===== src/rtl/fifo_sync.sv =====
// Generic synchronous first-word-fall-through FIFO with registered count.
// The head reads as zero whenever the FIFO is empty.
module fifo_sync #(
    parameter int DataBitWidth  = 8,
    parameter int DepthBitWidth = 4
) (
    input  logic                    clk,
    input  logic                    rst_n,
    input  logic                    push,
    input  logic                    pop,
    input  logic [DataBitWidth-1:0] push_data,
    output logic [DataBitWidth-1:0] head,
    output logic [DepthBitWidth:0]  count,
    output logic                    empty,
    output logic                    full
);

    localparam int Depth = 1 << DepthBitWidth;

    logic [DataBitWidth-1:0]  mem [Depth];
    logic [DepthBitWidth-1:0] wr_ptr;
    logic [DepthBitWidth-1:0] rd_ptr;
    logic                     do_push;
    logic                     do_pop;

    assign empty   = (count == '0);
    assign full    = (count == (DepthBitWidth + 1)'(Depth));
    assign do_pop  = pop && !empty;
    // A pop in the same cycle frees the slot a push into a full FIFO needs.
    assign do_push = push && (!full || do_pop);

    always_ff @(posedge clk or negedge rst_n) begin
        if (!rst_n) begin
            wr_ptr <= '0;
            rd_ptr <= '0;
            count  <= '0;
        end else begin
            if (do_push) wr_ptr <= wr_ptr + 1'b1;
            if (do_pop)  rd_ptr <= rd_ptr + 1'b1;
            case ({do_push, do_pop})
                2'b10:   count <= count + 1'b1;
                2'b01:   count <= count - 1'b1;
                default: count <= count;
            endcase
        end
    end

    // Storage carries no reset; contents are only meaningful below count.
    always_ff @(posedge clk) begin
        if (do_push) mem[wr_ptr] <= push_data;
    end

    assign head = empty ? '0 : mem[rd_ptr];

endmodule


===== src/rtl/uartrx_fifo.sv =====
// Buffered front end for uartrx: owns the go/data_ready handshake, queues
// received bytes in a FIFO and tracks a sticky overflow flag for dropped bytes.
module uartrx_fifo #(
    parameter int DepthBitWidth = 4
) (
    input  logic                   rst_n,
    input  logic                   clk,
    output logic                   uartrx_go,
    input  logic [7:0]             uartrx_data,
    input  logic                   uartrx_data_ready,
    input  logic                   rd_en,
    output logic [7:0]             data_out,
    output logic                   empty,
    output logic                   full,
    output logic [DepthBitWidth:0] count,
    output logic                   overflow,
    input  logic                   clear_overflow
);

    typedef enum logic {
        Receive,
        Ack
    } rx_state_t;

    rx_state_t state;
    rx_state_t state_next;
    logic      push;
    logic      drop;

    always_ff @(posedge clk or negedge rst_n) begin
        if (!rst_n) state <= Receive;
        else        state <= state_next;
    end

    // Ack drops go for one cycle so uartrx sees each byte consumed exactly once.
    always_comb begin
        state_next = state;
        uartrx_go  = 1'b1;
        push       = 1'b0;
        case (state)
            Receive: begin
                if (uartrx_data_ready) begin
                    push       = 1'b1;
                    state_next = Ack;
                end
            end
            Ack: begin
                uartrx_go  = 1'b0;
                state_next = Receive;
            end
            default: state_next = Receive;
        endcase
    end

    assign drop = push && full && !rd_en;

    // A new drop outranks a simultaneous clear so no loss goes unreported.
    always_ff @(posedge clk or negedge rst_n) begin
        if (!rst_n)              overflow <= 1'b0;
        else if (drop)           overflow <= 1'b1;
        else if (clear_overflow) overflow <= 1'b0;
    end

    fifo_sync #(
        .DataBitWidth (8),
        .DepthBitWidth(DepthBitWidth)
    ) u_fifo (
        .clk      (clk),
        .rst_n    (rst_n),
        .push     (push),
        .pop      (rd_en),
        .push_data(uartrx_data),
        .head     (data_out),
        .count    (count),
        .empty    (empty),
        .full     (full)
    );

endmodule


===== config.mk =====
export PLATFORM = sky130hd
export DESIGN_NAME = uartrx_fifo
export DESIGN_NICKNAME = d
export VERILOG_FILES = /design/src/rtl/fifo_sync.sv /design/src/rtl/uartrx_fifo.sv
export SDC_FILE = /design/constraint.sdc
export NUM_CORES = 1
export LEC_CHECK = 0
export BUFFER_PORTS_ARGS = -buffer_cell sky130_fd_sc_hd__buf_2
export CAP_MARGIN = 20
export CORE_MARGIN = 2
export CORE_UTILIZATION = 50
export CTS_CLUSTER_SIZE = 40
export DETAILED_ROUTE_END_ITERATION = 8
export PLACE_DENSITY = 0.64
export SYNTH_ARGS = -nofsm -noshare
export SYNTH_HDL_FRONTEND = slang
export SYNTH_HIERARCHICAL = 1
export SYNTH_SLANG_ARGS = --single-unit

===== constraint.sdc =====
create_clock -name clk -period 3.6 [get_ports clk]
set_input_delay 0.18 -clock clk [delete_from_list [all_inputs] [get_ports clk]]
set_output_delay 0.18 -clock clk [all_outputs]
set_load 0.02 [all_outputs]

==> results.toml, run 1 <==
[run_status]
status = "complete, no violations"

[setup_path]
r2r-start = "u_fifo/count[1]$_DFFE_PN0P_"
reg2reg_slack_ns = 0.87
r2r_end = "u_fifo/count[4]$_DFFE_PN0P_"
critPathKind = "flop to output pin"
cp-start-kind = "flop"
worstPathRequired_ns = 3.42
cp_common_cell = "a211oi_1"
worstPathMaxFanout = 17
rr_worst_depth = 9
arrival_ns = 2.69
critPathSlowestCell = "dfrtp_2"
cp_slowest_stage_delay_ns = 0.75
critPathCaptureType = "output pin"
path_cells = "mux4_2 > nor2b_1 > a211oi_1 > a211oi_1 > buf_2"

[yosys]
dominantRegCellSynth = "edfxtp_1"
seq_area_frac_synth_pct = 70.8
postSynthCellCount = 309
synth_seq_cells = 143
synth_area_um2 = 5960
avgSynthCellArea_um2 = 19.3
synth_common_cells = "edfxtp_1 (128), mux4_2 (28), a211oi_1 (16)"
synth_xor_area_share_pct = 1.32
ys_types = 41
synthArstFlopShare_pct = 10.5
synth_nets = 331
synth_top_area_share_pct = 64.5
synth_area_leaders = "edfxtp_1 (64%), mux4_2 (11%), dfrtp_1 (6.3%)"
yosys.area_share.simple_pct = 4.78
yosys.area.top_type = "edfxtp_1"
synth_mux_area_share_pct = 14.7
synth_fa_ha_area_share_pct = 2.01
synth_compound_area_share_pct = 4.03
yosysWarnings = 6
synth_top_family_by_area = "multiplexers"
yosysMostFrequentCell = "edfxtp_1"
synth-edff-count = 128

[global_routing]
antenna_found_initial = 0
grt_max_degree = 23
grt_pass1_wl_um = 17000
grt_pass1_vias = 2885
gr-usage-all-layers_pct = 18.7
overflow = 0

[final_layout]
fin_area_um2 = 6920
drive_above_1_share_pct = 29.4
final_cells = 510
finalNetCount = 376
syn_to_final_growth_pct = 16.1
diodes = 0

[die]
initial_core_util_pct = 51.8
num_rows = 39
dieHeight_um = 113
die_x_um = 113
dieArea_um2 = 12800
ioPinCount = 30
core_um2 = 11500

[power_and_ir_drop]
power.leakage_uw = 0.00242
p_per_area_nw_per_um2 = 819
vdd_drop_max_uv = 403
power_uw = 5670

[timing]
fmax_mhz = 349
worst_pin_slew_ns = 0.851
maxSlewViolCount = 0
final.min_clock_period_ns = 2.87
max_slew_margin_pct = 43.3
finalHoldViolCount = 0
setup_tns_ns = 0
setup_viol = 0
fin_skew_ns = 0.00846
min_period_over_period_pct = 79.6
grt_setup_unrepaired = "no"

[hold_path]
hp-start = "clear_overflow"
min_path_cells = 3
hold-path-endpoint = "overflow$_DFFE_PN0P_"
hold_class = "input port to flop"

[routing]
routed_wl_um = 11000
drt-initial-drc-count = 163
ant_nets = 0
vias_per_cell = 5.70
vias = 2907
detail_route.wl_per_cell_um = 21.6
drc = 0
first_pass_iters = 4

[clocking]
cts_resized = 0
cts_num_sinks = 143
clk_latency_ns = 0.41
cts_tree = "done"
clkSlewWorstSetupHoldPaths_ns = 0.05
cts_htree_levels = 4
clockBufferDepth = 2
root_buffer = "clkbuf_16"
cts_buffers = 17

[flow_run]
drv_cap = 0

[place]
place.gp.congestion = 0.747
port_buffers = 29
placedInstanceArea_um2 = 6290
place_inst = 477
dpl.hpwl_um = 6820
-- state kept, by name, indices dropped and copies added (netlist names) --
register	cells
overflow	1
u_fifo/mem	128
u_fifo/count	5
u_fifo/wr_ptr	4
state	1
u_fifo/rd_ptr	4
-- area by class of cell --
class	count	area (um2)
well taps	143	179
flip-flops and latches	143	4220
fillers	836	4590
clock inverters	14	189
multi-input cells	137	1600
clock buffers	18	429
repair buffers	41	250
inverters	14	52.6
-- worst max-delay path by stage --
stage                                             end  depth (start not counted)                         start
after floorplan           u_fifo/count[4]$_DFFE_PN0P_                          9   u_fifo/count[1]$_DFFE_PN0P_
after global placement    u_fifo/count[4]$_DFFE_PN0P_                          9   u_fifo/count[1]$_DFFE_PN0P_
after detailed placement  u_fifo/count[4]$_DFFE_PN0P_                          9   u_fifo/count[1]$_DFFE_PN0P_
after CTS                                 data_out[2]                          5  u_fifo/rd_ptr[1]$_DFFE_PN0N_
after global routing                      data_out[2]                          5  u_fifo/rd_ptr[1]$_DFFE_PN0N_
final                                     data_out[2]                          5  u_fifo/rd_ptr[1]$_DFFE_PN0N_
-- layer usage --
metal / track usage, % / share of wire [%] / vias up
li1: - / - / 1331
met1: 26.4 / 47 / 1503
met2: 28.7 / 49 / 59
met3: 4.50 / 3.2 / 14
met4: 7.32 / 1.3 / 0
met5: 0 / 0 / -
-- critical path: cells and delay by family, from the launching register on --
kind | cells | cell delay (ns)
muxes | 1 | 0.60
and+or+nand+nor | 1 | 0.15
DFF | 1 | 0.75
AOI/OAI and AO/OA | 2 | 0.56
buffers and inverters | 1 | 0.21
-- logic make-up (layout without fill, tap and decap cells) --
family,after synthesis,after routing
AOI/OAI and AO/OA,29,29
muxes,45,45
DFF,143,143
buffers and inverters,29,87
adders and majority gates,9,9
xor gates and xnor gates,9,9
and+or+nand+nor,45,45
-- report_power, final --
group	internal, uW	total (uW)	switching [uW]	leakage [uW]
clock network	1160	1810	653	0.000300
registers	1990	2270	288	0.00133
logic	777	1590	810	0.000784
total	3920	5670	1750	0.00242
-- cell usage in the layout, fill, tap and decap left out, drive strengths merged --
cell and instances:
edfxtp 128, buf 40, mux4 32, clkbuf 18, a211oi 16, inv 16, dfrtp 15, mux2i 10
and2 9, nor2b 9, nor2 9, ha 8, xnor2 7, clkinv 7, nor4 5, bufinv 4
nand2b 3, nand3 3, nand2 3, o21ai 3, mux2 3, nor3b 2, a21oi 2, xor2 2
o211ai 2, a32o 1, clkinvlp 1, dlygate4sd3 1, or4 1, o21a 1, a21o 1, o2bb2ai 1
a2111o 1, o31a 1, nand4 1, fa 1
-- metrics by stage --
step	hold WS [ns]	worst slack (ns)	util, %
after floorplan	-0.116	0.963	-
after global placement	0.112	0.974	54.7
after detailed placement	0.120	0.860	54.7
after CTS	0.0381	0.719	60.1
after global routing	0.0583	0.641	60.1
final	0.0523	0.734	60.1
-- timing repair --
item	in CTS	in global routing
hold buffers	1	0
hold endpoints to repair	15	0
buffers inserted	0	0
(Power assumes the default switching activity.)
==> inputs of run 2 (changes only) <==
Settings changed: ABC_AREA from default to 1, PLACE_DENSITY 0.64 to 0.67.
Clock period 3.6 ns to 2.5 ns, I/O delays scaled along.
==> run 2 against run 1 <==
  * Flip-flop and latch count unchanged
  * Global-route usage up 3.4 points
  * Die area up 2.3%
  * Synthesized cell count up 74%
  * Clock skew down 0.0031 ns
  * Worst hold slack worse by 0.024 ns
  * Sequential share of layout area down 0.65 points
  * Sequential power up 33%
  * Critical path type unchanged
  * Largest cell class unchanged
  * Largest power group unchanged
==> results.toml, run 2 <==
[yosys]
synth_area_um2 = 6110
postSynthCellCount = 538
synth_seq_cells = 143
yosysMostFrequentCell = "nand2_1"
synthArstFlopShare_pct = 10.5
yosys.area.top_type = "edfxtp_1"
seq_area_frac_synth_pct = 69.1
synth-edff-count = 128
synth_nets = 560
synth_area_leaders = "edfxtp_1 (63%), nand2_1 (11%), nand3_1 (8.4%)"
dominantRegCellSynth = "edfxtp_1"
synth_top_area_share_pct = 63.0
avgSynthCellArea_um2 = 11.3
ys_types = 26
synth_common_cells = "nand2_1 (181), edfxtp_1 (128), nand3_1 (102)"
yosysWarnings = 6

[place]
placedInstanceArea_um2 = 6410
port_buffers = 29
place.gp.congestion = 0.876
dpl.hpwl_um = 8190

[timing]
fin_skew_ns = 0.00539
finalHoldViolCount = 0
min_period_over_period_pct = 90.5
maxSlewViolCount = 0
fmax_mhz = 442
grt_setup_unrepaired = "no"
setup_viol = 0
setup_tns_ns = 0
max_slew_margin_pct = 42.3
worst_pin_slew_ns = 0.862
final.min_clock_period_ns = 2.26

[setup_path]
arrival_ns = 2.14
critPathKind = "flop to output pin"
reg2reg_slack_ns = 0.33
r2r-start = "u_fifo/count[0]$_DFFE_PN0P_"
rr_worst_depth = 13
critPathCaptureType = "output pin"
r2r_end = "u_fifo/count[4]$_DFFE_PN0P_"
worstPathRequired_ns = 2.38
worstPathMaxFanout = 35
cp-start-kind = "flop"

[power_and_ir_drop]
vdd_drop_max_uv = 621
power.leakage_uw = 0.00276
p_per_area_nw_per_um2 = 1200

[routing]
drc = 0
first_pass_iters = 5
routed_wl_um = 13500
vias = 4076
vias_per_cell = 5.52
ant_nets = 0
detail_route.wl_per_cell_um = 18.2
drt-initial-drc-count = 512

[clocking]
cts_tree = "done"
root_buffer = "clkbuf_16"
cts_num_sinks = 143
cts_setup_buffers = 0
clkSlewWorstSetupHoldPaths_ns = 0.06
cts_hold_buf = 3
cts_buffers = 17
clockBufferDepth = 2
cts_resized = 0
cts_htree_levels = 4
clk_latency_ns = 0.41

[flow_run]
drv_cap = 0

[die]
ioPinCount = 30
die_x_um = 115
num_rows = 40
dieHeight_um = 115
dieArea_um2 = 13100
core_um2 = 12000
initial_core_util_pct = 51.0

[global_routing]
gr-usage-all-layers_pct = 22.1
overflow = 0
grt_max_degree = 67
antenna_found_initial = 0
grt_pass1_wl_um = 21300
grt_pass1_vias = 3937

[run_status]
status = "complete, no violations"

[final_layout]
top_regs = "u_fifo/mem (128), u_fifo/count (5)"
largest_register_ffs = 128
drive_above_1_share_pct = 14.5
top_register = "u_fifo/mem"
final_common_cell = "nand2_1"
fin_area_um2 = 7000
finalNetCount = 601
postLayoutCoreUtil_pct = 58.5
syn_to_final_growth_pct = 14.6
final_cell_mix = "nand2_1 (181), edfxtp_1 (128), nand3_1 (102), buf_2 (29), nor2_1 (19)"
diodes = 0

[hold_path]
min_path_cells = 4
hp-start = "rd_en"
hold-path-endpoint = "overflow$_DFFE_PN0P_"
hold_class = "input port to flop"
==> run 2: cell count changes in the layout (fill, tap and decap cells not counted), moves of 11 or more <==
cell / before / now
nand2_1: 3 / 181
mux4_2: 28 / 0
nor2_1: 8 / 19
a211oi_1: 16 / 0
nand3_1: 3 / 102
==> run 2: metal layers <==
layer,part of all wire (%),track usage [%],wire length (um)
met5,0,0,0
met4,1.2,6.59,165
met3,6.5,5.56,875
met2,46,33.1,6240
met1,46,32.2,6170
==> run 2: worst max-delay path by stage <==
stage	from	end	slack, ns	cells after the start
3_3_place_gp	state$_DFF_PN0_	u_fifo/mem[1][7]$_DFFE_PP_	0.48	5
6_report	u_fifo/rd_ptr[0]$_DFFE_PN0N_	data_out[1]	0.24	9
3_5_place_dp	u_fifo/count[1]$_DFFE_PN0P_	u_fifo/count[4]$_DFFE_PN0P_	0.35	13
2_1_floorplan	u_fifo/count[1]$_DFFE_PN0P_	u_fifo/count[4]$_DFFE_PN0P_	0.53	13
4_1_cts	u_fifo/rd_ptr[0]$_DFFE_PN0N_	data_out[6]	0.22	9
5_1_grt	u_fifo/rd_ptr[0]$_DFFE_PN0N_	data_out[6]	0.04	9
==> run 2: critical path, stage by stage, from the launching register on <==
cell	delay, ns
dfrtp_2	0.42
inv_2	0.06
buf_4	0.35
nand2_1	0.09
nand3_1	0.10
nand3_1	0.12
nand2_1	0.12
nand2_1	0.05
a21oi_1	0.18
buf_2	0.20
==> run 2: cell families after synthesis <==
family | Yosys count | synth area share [%]
AND/OR/NAND/NOR | 314 | 22.3
flip-flops | 143 | 69.1
buffers and inverters | 47 | 3.89
AO/OA/AOI/OAI | 16 | 1.37
XOR/XNOR | 9 | 1.41
adder cells (fa/ha/maj) | 9 | 1.97
==> run 2: report_power, final <==
| part | leakage, uW | internal [uW] | total, uW | switching, uW |
|---|---|---|---|---|
| clock network | 0.000280 | 1500 | 2390 | 886 |
| registers | 0.00133 | 2860 | 3010 | 152 |
| logic | 0.00115 | 911 | 2990 | 2080 |
| total | 0.00276 | 5270 | 8390 | 3120 |
==> run 2: area by class of cell <==
class / instances / area (um2)
fillers: 938 / 4960
flip-flops and latches: 143 / 4220
multi-input cells: 348 / 1650
clock buffers: 23 / 468
repair buffers: 47 / 300
well taps: 147 / 184
clock inverters: 9 / 92.6
inverters: 22 / 82.6
==> run 2: metrics by stage <==
stage	total power, uW	hold slack [ns]	std cells	worst slack [ns]
after floorplan	5180	-0.171	538	0.526
after global placement	5950	0.0545	704	0.483
after detailed placement	6010	0.0685	704	0.351
after CTS	8400	0.0203	739	0.216
after global routing	8880	0.0427	739	0.0391
final	8390	0.0284	739	0.238
